==> src/rtl/mux_scan_n_pkg.sv <==
// Shared constants and helpers for the registered N-channel scan multiplexer.
package mux_scan_n_pkg;

  localparam logic MODE_MANUAL = 1'b0;
  localparam logic MODE_SCAN   = 1'b1;

  // Ceiling log2, usable in constant expressions; clog2(1) = 0.
  function automatic int clog2(input int n);
    int r;
    int v;
    r = 0;
    v = n - 1;
    while (v > 0) begin
      r++;
      v = v >> 1;
    end
    return r;
  endfunction

endpackage

==> src/rtl/mux_scan_n_prescaler.sv <==
// Scan step prescaler: counts enabled cycles and ticks on the last one of each DIV-cycle dwell.
module scan_prescaler
  import mux_scan_n_pkg::*;
#(
  parameter int DIV = 1
) (
  input  logic clk,
  input  logic rst_n,
  input  logic en,
  input  logic clr,
  output logic tick
);

  localparam int PW = (clog2(DIV) < 1) ? 1 : clog2(DIV);
  localparam logic [PW-1:0] LAST = PW'(DIV - 1);

  logic [PW-1:0] cnt;

  assign tick = en && (cnt == LAST);

  always_ff @(posedge clk) begin
    if (!rst_n) begin
      cnt <= '0;
    end else if (en) begin
      if (clr || tick) cnt <= '0;
      else             cnt <= cnt + PW'(1);
    end
  end

endmodule

==> src/rtl/mux_scan_n.sv <==
// Registered N-channel, W-bit multiplexer with manual select or round-robin scan.
module mux_scan_n
  import mux_scan_n_pkg::*;
#(
  parameter int W   = 32,
  parameter int N   = 8,
  parameter int DIV = 1,
  localparam int SW = clog2(N)
) (
  input  logic            clk,
  input  logic            rst_n,
  input  logic            en,
  input  logic            mode,
  input  logic [SW-1:0]   sel,
  input  logic [N*W-1:0]  din,
  output logic [W-1:0]    dout,
  output logic [SW-1:0]   ch,
  output logic            upd
);

  localparam logic [SW-1:0] LAST_CH = SW'(N - 1);

  logic          tick;
  logic [SW-1:0] ch_nxt;

  // Out-of-range indices (N not a power of two) select zero.
  function automatic logic [W-1:0] pick(input logic [SW-1:0] k, input logic [N*W-1:0] d);
    logic [W-1:0] r;
    r = '0;
    for (int i = 0; i < N; i++) begin
      if (k == SW'(i)) r = d[i*W +: W];
    end
    return r;
  endfunction

  scan_prescaler #(.DIV(DIV)) u_prescaler (
    .clk   (clk),
    .rst_n (rst_n),
    .en    (en),
    .clr   (mode == MODE_MANUAL),
    .tick  (tick)
  );

  always_comb begin
    ch_nxt = ch;
    if (mode == MODE_MANUAL) begin
      ch_nxt = sel;
    end else if (tick) begin
      ch_nxt = (ch >= LAST_CH) ? '0 : ch + SW'(1);
    end
  end

  // Output register stage
  always_ff @(posedge clk) begin
    if (!rst_n) begin
      dout <= '0;
      ch   <= '0;
      upd  <= 1'b0;
    end else if (en) begin
      dout <= pick(ch_nxt, din);
      ch   <= ch_nxt;
      upd  <= (ch_nxt != ch);
    end else begin
      upd  <= 1'b0;
    end
  end

endmodule

==> config.mk <==
export PLATFORM = sky130hd
export DESIGN_NAME = mux_scan_n
export DESIGN_NICKNAME = d
export VERILOG_FILES = /design/src/rtl/mux_scan_n_pkg.sv /design/src/rtl/mux_scan_n_prescaler.sv /design/src/rtl/mux_scan_n.sv
export SDC_FILE = /design/constraint.sdc
export NUM_CORES = 1
export LEC_CHECK = 0
export BUFFER_PORTS_ARGS = -buffer_cell sky130_fd_sc_hd__buf_2
export CAP_MARGIN = 20
export CORE_ASPECT_RATIO = 0.6
export CORE_MARGIN = 4
export CORE_UTILIZATION = 30
export DETAILED_ROUTE_END_ITERATION = 16
export GPL_ROUTABILITY_DRIVEN = 0
export PLACE_DENSITY = 0.71
export SLEW_MARGIN = 5
export SYNTH_ARGS = -nofsm -noshare
export SYNTH_HDL_FRONTEND = slang
export SYNTH_SLANG_ARGS = --single-unit
==> constraint.sdc <==
create_clock -name clk -period 2.4 [get_ports clk]
set_input_delay 0.12 -clock clk [delete_from_list [all_inputs] [get_ports clk]]
set_output_delay 0.12 -clock clk [all_outputs]
set_load 0.01 [all_outputs]
After elaboration in Yosys (flattened, before gate mapping) --
Cells that the tools add are included. W data, S select, Z words.
Cells by class: reductions and logical operators 4, divide/modulo/power cells 0, muxes and demuxes 12, shift-type cells 0, bitwise operators 2, multiply operators 0, equality and inequality tests 8, add/sub/neg operators 2, magnitude comparators 1
Operator list (count):
- $mux W32 | 8
- $eq A3 B3 Y1 const B | 4
- $mux W3 | 3
- $eq A3 B2 Y1 const B | 2
- $add A3 B1 Y3 const B | 1
- $eq A3 B1 Y1 const B | 1
- $ge A3 B3 Y1 const B | 1
- $logic_not A3 Y1 | 1
- $ne A3 B3 Y1 | 1
- $not A1 Y1 | 2
- $reduce_and A2 Y1 | 1
- $add A1 B1 Y1 const B | 1
- $logic_and A1 B1 Y1 | 1
- $logic_or A1 B1 Y1 | 1
- $mux W1 | 1
Word-level totals: bits in latches 0, output and inout bits 36, bits in read-only memories 0, memory bits (writable) 0, logic and storage cells 33, flip-flop bits (word level) 37, memories kept 0

Longest topological paths before layout --
Gate-level depths: netlist of run 1.
word-level depth 13, gate-level depth with buffers 11, mapped depth without buffers 8

By module --
A second synthesis of run 1 with hierarchy kept.
Second synthesis, totals: cells, all modules 483, area total of the unflattened synthesis 3405.8 µm²
Modules (own cells, without submodules):
- mux_scan_n | area each 3370.7 µm², times used 1, seq. area each 720.7 µm², cells an instance 480
- scan_prescaler | area each 35.0 µm², times used 1, seq. area each 20.0 µm², cells an instance 3

Least setup slack after synthesis of run 1 --
Ideal clock, no wire load.
kind flip-flop to flip-flop, from register ch[0], to register dout[17], data required time 2.281 ns, period minus slack after synthesis 2.268 ns, library setup time 0.119 ns, buffers on the path 1, slack 0.132 ns, arrival time 2.149 ns, stages on the path, launching flop included 9, cells stage by stage dfxtp_1 ha_1 and4bb_4 a311oi_4 buf_6 mux2_1 a221oi_1 a21oi_1 o221a_1
On the way: cells in the longest elaborated chain, start to end 13
Ends and longest elaborated chain:
- from (decl) | RTL line mux_scan_n.sv:17 | output logic [SW-1:0] ch,
- from (signal assigned) | RTL line mux_scan_n.sv:61 | ch <= ch_nxt;
- $add A3 B1 Y3 / $ge A3 B3 Y1 (equally long branches) | RTL line mux_scan_n.sv:49 | ch_nxt = (ch >= LAST_CH) ? '0 : ch + SW'(1);
- $mux W3 | RTL line mux_scan_n.sv:49
- $mux W3 * | RTL line mux_scan_n.sv:48 | end else if (tick) begin
- $mux W3 * | RTL line mux_scan_n.sv:46 | if (mode == MODE_MANUAL) begin
- $logic_not A3 Y1 | RTL line mux_scan_n.sv:31 | if (k == SW'(i)) r = d[i*W +: W];
- $mux W32 (7 in series) | RTL line mux_scan_n.sv:31
- $mux W32 * | RTL line mux_scan_n.sv:31
- to (signal assigned) | RTL line mux_scan_n.sv:60 | dout <= pick(ch_nxt, din);
- to (decl) | RTL line mux_scan_n.sv:16 | output logic [W-1:0] dout,
Mark *: on every way between the ends. The rest lies on a longest branch, timed or not. A chain may end at the register's enable or synchronous reset.

Worst setup path after layout of run 1 --
from register ch[0], to register dout[24]
The elaborated chain is that of the path after synthesis.

==> results of run 1 <==
==> placed cells by master (no fill, tap or decap), drive strengths merged, types with 3 or more instances in the layout <==
cell type | synthesis | final
o21ai | 28 | 28
a22oi | 4 | 4
nand3 | 59 | 59
o221a | 4 | 4
buf | 29 | 329
clkbuf | 26 | 9
dfxtp | 37 | 37
nor2 | 6 | 6
nor2b | 3 | 3
a21oi | 34 | 34
a221oi | 4 | 4
a211oi | 27 | 27
nor4 | 27 | 27
mux2 | 8 | 8
o31ai | 4 | 4
mux2i | 6 | 6
and3 | 55 | 55
nand2 | 174 | 174
xnor2 | 3 | 3
a31oi | 3 | 3
==> worst max-delay path by stage <==
stage	from	endpoint	slack, ns	depth (start not counted)
after floorplan	ch[0]	dout[17]	0.13	8
after global placement	ch[0]	dout[24]	0.10	8
after detailed placement	ch[0]	dout[4]	0.08	8
after CTS	ch[0]	dout[24]	0.08	8
after global routing	ch[0]	dout[17]	-0.04	8
final	ch[0]	dout[24]	0.09	8
==> sequential cells by signal, summed over array words and instances (netlist names) <==
name and flops:
dout 32, ch 3, u_prescaler.cnt 1, upd 1
==> routing by layer <==
layer / vias to the layer above / track usage
met2: 268 / 0.371
li1: 2545 / -
met3: 18 / 0.0617
met1: 2391 / 0.270
met4: 2 / 0.0360
met5: - / 0
==> where the power goes <==
group | leakage [nW] | switching, mW | internal [mW]
clock network | 0.0652 | 0.247 | 0.387
registers | 0.307 | 0.0313 | 0.677
logic | 2.55 | 0.626 | 0.525
==> logic make-up (layout without fill, tap and decap cells) <==
| group | count (synthesis) | after routing |
|---|---|---|
| XOR/XNOR | 3 | 3 |
| buffers and inverters | 57 | 340 |
| multiplexers | 14 | 14 |
| adder cells (fa/ha/maj) | 2 | 2 |
| AND/OR/NAND/NOR | 331 | 331 |
| AO/OA/AOI/OAI | 113 | 113 |
| flip-flops | 37 | 37 |
==> metrics by stage <==
stage	cell area, µm²	setup slack [ns]	cells
finish	5790	0.0930	1005
global route	5790	-0.0357	1005
CTS	5690	0.0798	999
detailed placement	5550	0.0770	991
global placement	5550	0.102	991
floorplan	3830	0.132	557
==> final cells by class <==
type | count | area (µm²)
fillers | 1311 | 6470
multi-input cells | 463 | 2860
repair buffers | 330 | 1840
flip-flops and latches | 37 | 741
well taps | 165 | 206
clock buffers | 8 | 136
inverters | 2 | 7.51
==> worst max-delay path: cells and delay by family, from the launching register on <==
kind            cells  cell delay [ns]
fa+ha+maj           1             0.28
simple gates        1             0.24
buf+inv             1             0.19
flops               1             0.31
mux                 1             0.32
compound gates      4             0.87
==> what timing repair did <==
| item | CTS | global route |
|---|---|---|
| gates resized for setup | 0 | 7 |
| endpoints found under the setup margin | 0 | 4 |
| setup buffers | 0 | 5 |
==> impl_results.md, run 1 <==
* Gr usage total at 0.214
* Syn avg cell area at 6.88 µm²
* Placement Rows at 31
* Initial antenna violation count at 1
* Unrepaired setup endpoints after global routing: yes
* Detailed-route via count at approximately 5200
* Setup violations, final at 0
* Die Footprint at 14700 µm²
* Max Cap Violations at 0
* Critical path class: reg2reg
* Wirelength, routed at 17300 µm
* Post-route setup TNS at 0 ns
* Seq/Total Area, Yosys at 0.193
* Clk_lat worst skew at 0.28 ns
* DR top layer: met5
* Routed len/inst at 17.2 µm
* Least-Margin Pin Slew at about 0.7 ns
* CP cell instances: ha_1 -> and4bb_4 -> a311oi_4 -> buf_12 -> mux2_1 -> a221oi_1 -> a21oi_1 -> o221a_1
* Drt first-iter violations at 266
* Synth top area share at 0.193
* Hold depth at 4
* Crit-path max cell delay at 0.34 ns
* Aggregate global routing overflow at 0
* Initial core utilization at 0.313
* Worst Reg-to-Reg Cells at 8
* Crit-path slowest cell: a311oi_4
* Syn_nets at ~800
* Hold Worst Slack at 0.192 ns
* Core area at 12300 µm²
* Vias per inst at between 5 and 6
* Async set-reset flop share out of synthesis at 0
* Area delta synth->final at 51.1%
* Final #Nets at 1104
* Worst endpoint required time at 2.57 ns
* Met1 WL at about 7300 µm
* Fmax at 433 MHz
* CTS Sinks at 37
* Post-CTS Hold Buffers at 0
* Clk slew on worst S/H paths at about 0.060 ns
* Ys flop type: dfxtp_1
* Root buffer cell: clkbuf_16
* Synth top area cells: dfxtp_1 (19%), nand2_1 (17%), and3_1 (9.0%), nand3_1 (7.6%), nor4_2 (6.5%)
* Post-synth EDFFs at 0
* Synth Area in Compound Gates at 0.229
* Post-route antenna net violation count at 0
* Share of layout cells above drive strength 1 at 0.483
* Largest family of logic cells by synthesized area: simple AND/OR/NAND/NOR gates
* Fin. Hold Viols at 0
* Detail Placement HPWL at 13100 µm
* P per Cell Area at 431 nW/µm²
* H-tree depth at 2
* R2R Setup Slk at between 0.09 and 0.1 ns
* Max Slew Vio Count at 0
* Met2 wire len at 8200 µm
* Antenna diodes at 0
* Synth Area in Simple Gates at 0.449
* Rel. slew slack at 0.535
* Max VDD drop at 0.203 mV
* Clock Skew at 0.00538 ns
* Crit Reg-Reg Startpoint: ch[0]
* Leakage at 2.92 nW
* #FFs+latches synth at 37
* Vias in the first global route at 5033
* Hold Path Sink: dout[19]
* Die Y at 95.6 µm
* Ys Warns at 0
* DRC at 0
* Largest net degree at the start of global routing at 45
* Critical Path Fanout Max at 12
* Commonest cells post-synth: nand2_1 (174), nand3_1 (58), and3_1 (55), dfxtp_1 (37), o21ai_0 (28)
* Post-synthesis cell type with the largest combined area: dfxtp_1
* Hold Crit Start: din[147]
* Util after Layout at 0.472
* Synth Area in XOR/XNOR at 0.00686
* Fin crit share at 0.961
* Critical Path Start Type: register
* Crit path capture type: register
* Mapped Area at roughly 3800 µm²
* First-pass GRT wire length at 25400 µm
* RR Endpoint: dout[24]
* Critical Path AT at 2.48 ns
* Most common cell in the netlist: nand2_1
* Tmin final at 2.31 ns
* IO Count at 299
* Router iterations before antenna repair at 5
* Worst Hold Class: in2reg
* CTS Buf Count at 5
* Status: complete, no violations
* Tot Pwr at 2.49 mW
* Syn Inst Count at between 500 and 600
* Multiplexer share of the synthesized area at 0.0392
* Die Span X at 154 µm
* Port buffer count at a little under 300
* Clock buffer depth at 2
* Yosys cell types at 43
* Post-Synth Adder-Cell Area at 0.00653
* CTS tree: yes
* DR WL met3 at around 1600 µm
Note: power is estimated with default switching activity, not from simulation.
==> run 2, diff against run 1 <==
Settings changed: CORE_MARGIN 4 to 2.
==> impl_results.md, run 2 (synthesis results as in run 1) <==
* GR Layer Usage met3 at 0.0563
* Largest regs: dout: 32 flops, ch: 3 flops
* Port buffer count at between 200 and 300
* Fillcell total at 1285
* Post-route antenna net violation count at 0
* Clk slew on worst S/H paths at 0.06 ns
* Commonest cells after routing, fill and taps aside: buf_2 (298), nand2_1 (173), nand3_1 (58)
* Placement Rows at 31
* Die Span X at 150 µm
* Inst Count DP at 991
* Detail Placement HPWL at 13100 µm
* Clk_lat worst skew at 0.29 ns
* Detailed-route via count at 5212
* Max VDD drop at 0.237 mV
* Vias per inst at 5.22
* Die Y at 91.6 µm
* Largest net degree at the start of global routing at 38
* Net Sw Power at 922 µW
* Most common cell after layout, fill and taps aside: buf_2
* Hold Crit Start: din[147]
* CTS Sinks at 37
* Critical Path AT at 2.48 ns
* Top reg by flops: dout
* Fin crit share at 0.959
* Crit Reg-Reg Startpoint: ch[0]
* Final WS setup at about 0.1 ns
* Clock buffer depth at 2
* Clock Skew at 0.00718 ns
* Critical Path Fanout Max at 19
* Vias in the first global route at 5076
* Unrepaired setup endpoints after global routing: no
* Initial antenna violation count at 0
* Hold Path Sink: dout[19]
* Worst Hold Class: in2reg
* CTS tree: yes
* Max reg flops at 32
* Setup violations, final at 0
* Post-route setup TNS at 0 ns
* Worst Reg-to-Reg Cells at 8
* Share of layout cells above drive strength 1 at 0.476
* Max Slew Vio Count at 0
* Aggregate global routing overflow at 0
* Power share of the clock group at 0.304
* Router iterations before antenna repair at 5
* Final #Nets at 1098
* Root buffer cell: clkbuf_16
* Antenna diodes at 0
* Area delta synth->final at 49.9%
* Rel. slew slack at 0.536
* Post-CTS setup buffers at 0
* Wirelength, routed at ~17000 µm
* Busiest metal layer after global routing: met2
* CTS Buf Count at 5
* Dpl ws at 0.130 ns
* Hold Worst Slack at 0.199 ns
* Max Cap Violations at 0
* Fmax at 435 MHz
* Met2 usage at 0.406
* Tmin final at 2.30 ns
* Routed len/inst at 17.0 µm
* Post-CTS Hold Buffers at 0
* Status: complete, no violations
* Storage cell area at 741 µm²
* Leakage at 2.90 nW
* Util after Layout at 0.469
* Post_cts resized at 0
* Sequential Power Share at 0.270
* Int Pwr at 1.70 mW
* Core area at 12300 µm²
* Switching part of the total at 0.351
* Gr usage total at 0.241
* RR Endpoint: dout[4]
* H-tree depth at 2
* P per Cell Area at 457 nW/µm²
* IO Count at 299
* Die Footprint at 13700 µm²
* Crit path capture type: register
* Critical path class: reg2reg
* Met1 Resource Use GR at 0.316
* Logic gate share of total power at 0.426
* Fin. Hold Viols at 0
* Footprint of the multi-input gates at approximately 2800 µm²
* Worst endpoint required time at 2.58 ns
* DRC at 0
* Drt first-iter violations at 184
* Initial core utilization at 0.313
* Critical Path Start Type: register
* R2R Setup Slk at 0.1 ns
* First-pass GRT wire length at 26100 µm
* Layout Cells excl Fill at 999
* Least-Margin Pin Slew at 0.696 ns
* Hold depth at 4
run 2: cell count changes in the layout (fill, tap and decap cells not counted):
cell / before / now
a211oi_1: 15 / 17
a211oi_2: 12 / 10
a21oi_2: 20 / 21
a21oi_4: 1 / 0
a221oi_1: 1 / 4
a221oi_2: 3 / 0
buf_12: 7 / 8
buf_4: 23 / 16
buf_6: 1 / 2
bufinv_16: 0 / 1
clkbuf_1: 3 / 1
clkbuf_16: 6 / 5
clkbuf_8: 0 / 1
run 2: worst max-delay path, stage by stage, from the launching register on:
cell	delay (ns)
dfxtp_1	0.31
ha_1	0.27
and4bb_4	0.23
a311oi_4	0.28
buf_12	0.21
mux2_1	0.33
a221oi_1	0.28
a21oi_1	0.07
o221a_1	0.21
run 2: worst max path at each step:
stage,slack [ns],endpoint,depth (start not counted),from
2_1_floorplan,0.13,dout[17],8,ch[0]
3_3_place_gp,0.18,dout[14],8,ch[0]
3_5_place_dp,0.13,dout[4],8,ch[0]
4_1_cts,0.12,dout[4],8,ch[0]
5_1_grt,0.006,dout[14],8,ch[0]
6_report,0.1,dout[4],8,ch[0]
run 2: cell type report:
| cell class | count | share of cell area |
|---|---|---|
| Clock buffer | 7 | 0.0248 |
| Multi-Input combinational cell | 463 | 0.491 |
| Tap cell | 165 | 0.0359 |
| Inverter | 2 | 0.00131 |
| Clock inverter | 1 | 0.00523 |
| Sequential cell | 37 | 0.129 |
| Timing Repair Buffer | 324 | 0.312 |
run 2: through the flow:
| step | power [mW] | cell area [µm²] |
|---|---|---|
| detailed placement | 1.83 | 5560 |
| global route | 2.79 | 5740 |
| global placement | 1.82 | 5560 |
| floorplan | 1.36 | 3830 |
| finish | 2.62 | 5740 |
| CTS | 2.64 | 5740 |
run 2: power by group through the flow:
stage / clock network, mW / logic, mW / registers (mW)
after CTS: 0.816 / 1.12 / 0.707
after global placement: 0 / 1.11 / 0.718
after detailed placement: 0 / 1.12 / 0.719
after global routing: 0.846 / 1.23 / 0.713
final: 0.797 / 1.12 / 0.707
after floorplan: 0 / 0.612 / 0.749
run 2: per-layer routing:
layer  vias to the layer above  part of all wire  routed length (µm)
li1                       2536                 -                   -
met1                      2416              0.43                7380
met2                       242              0.47                7960
met3                        18             0.087                1490
met4                         0            0.0094                 159
met5                         -                 0                   0
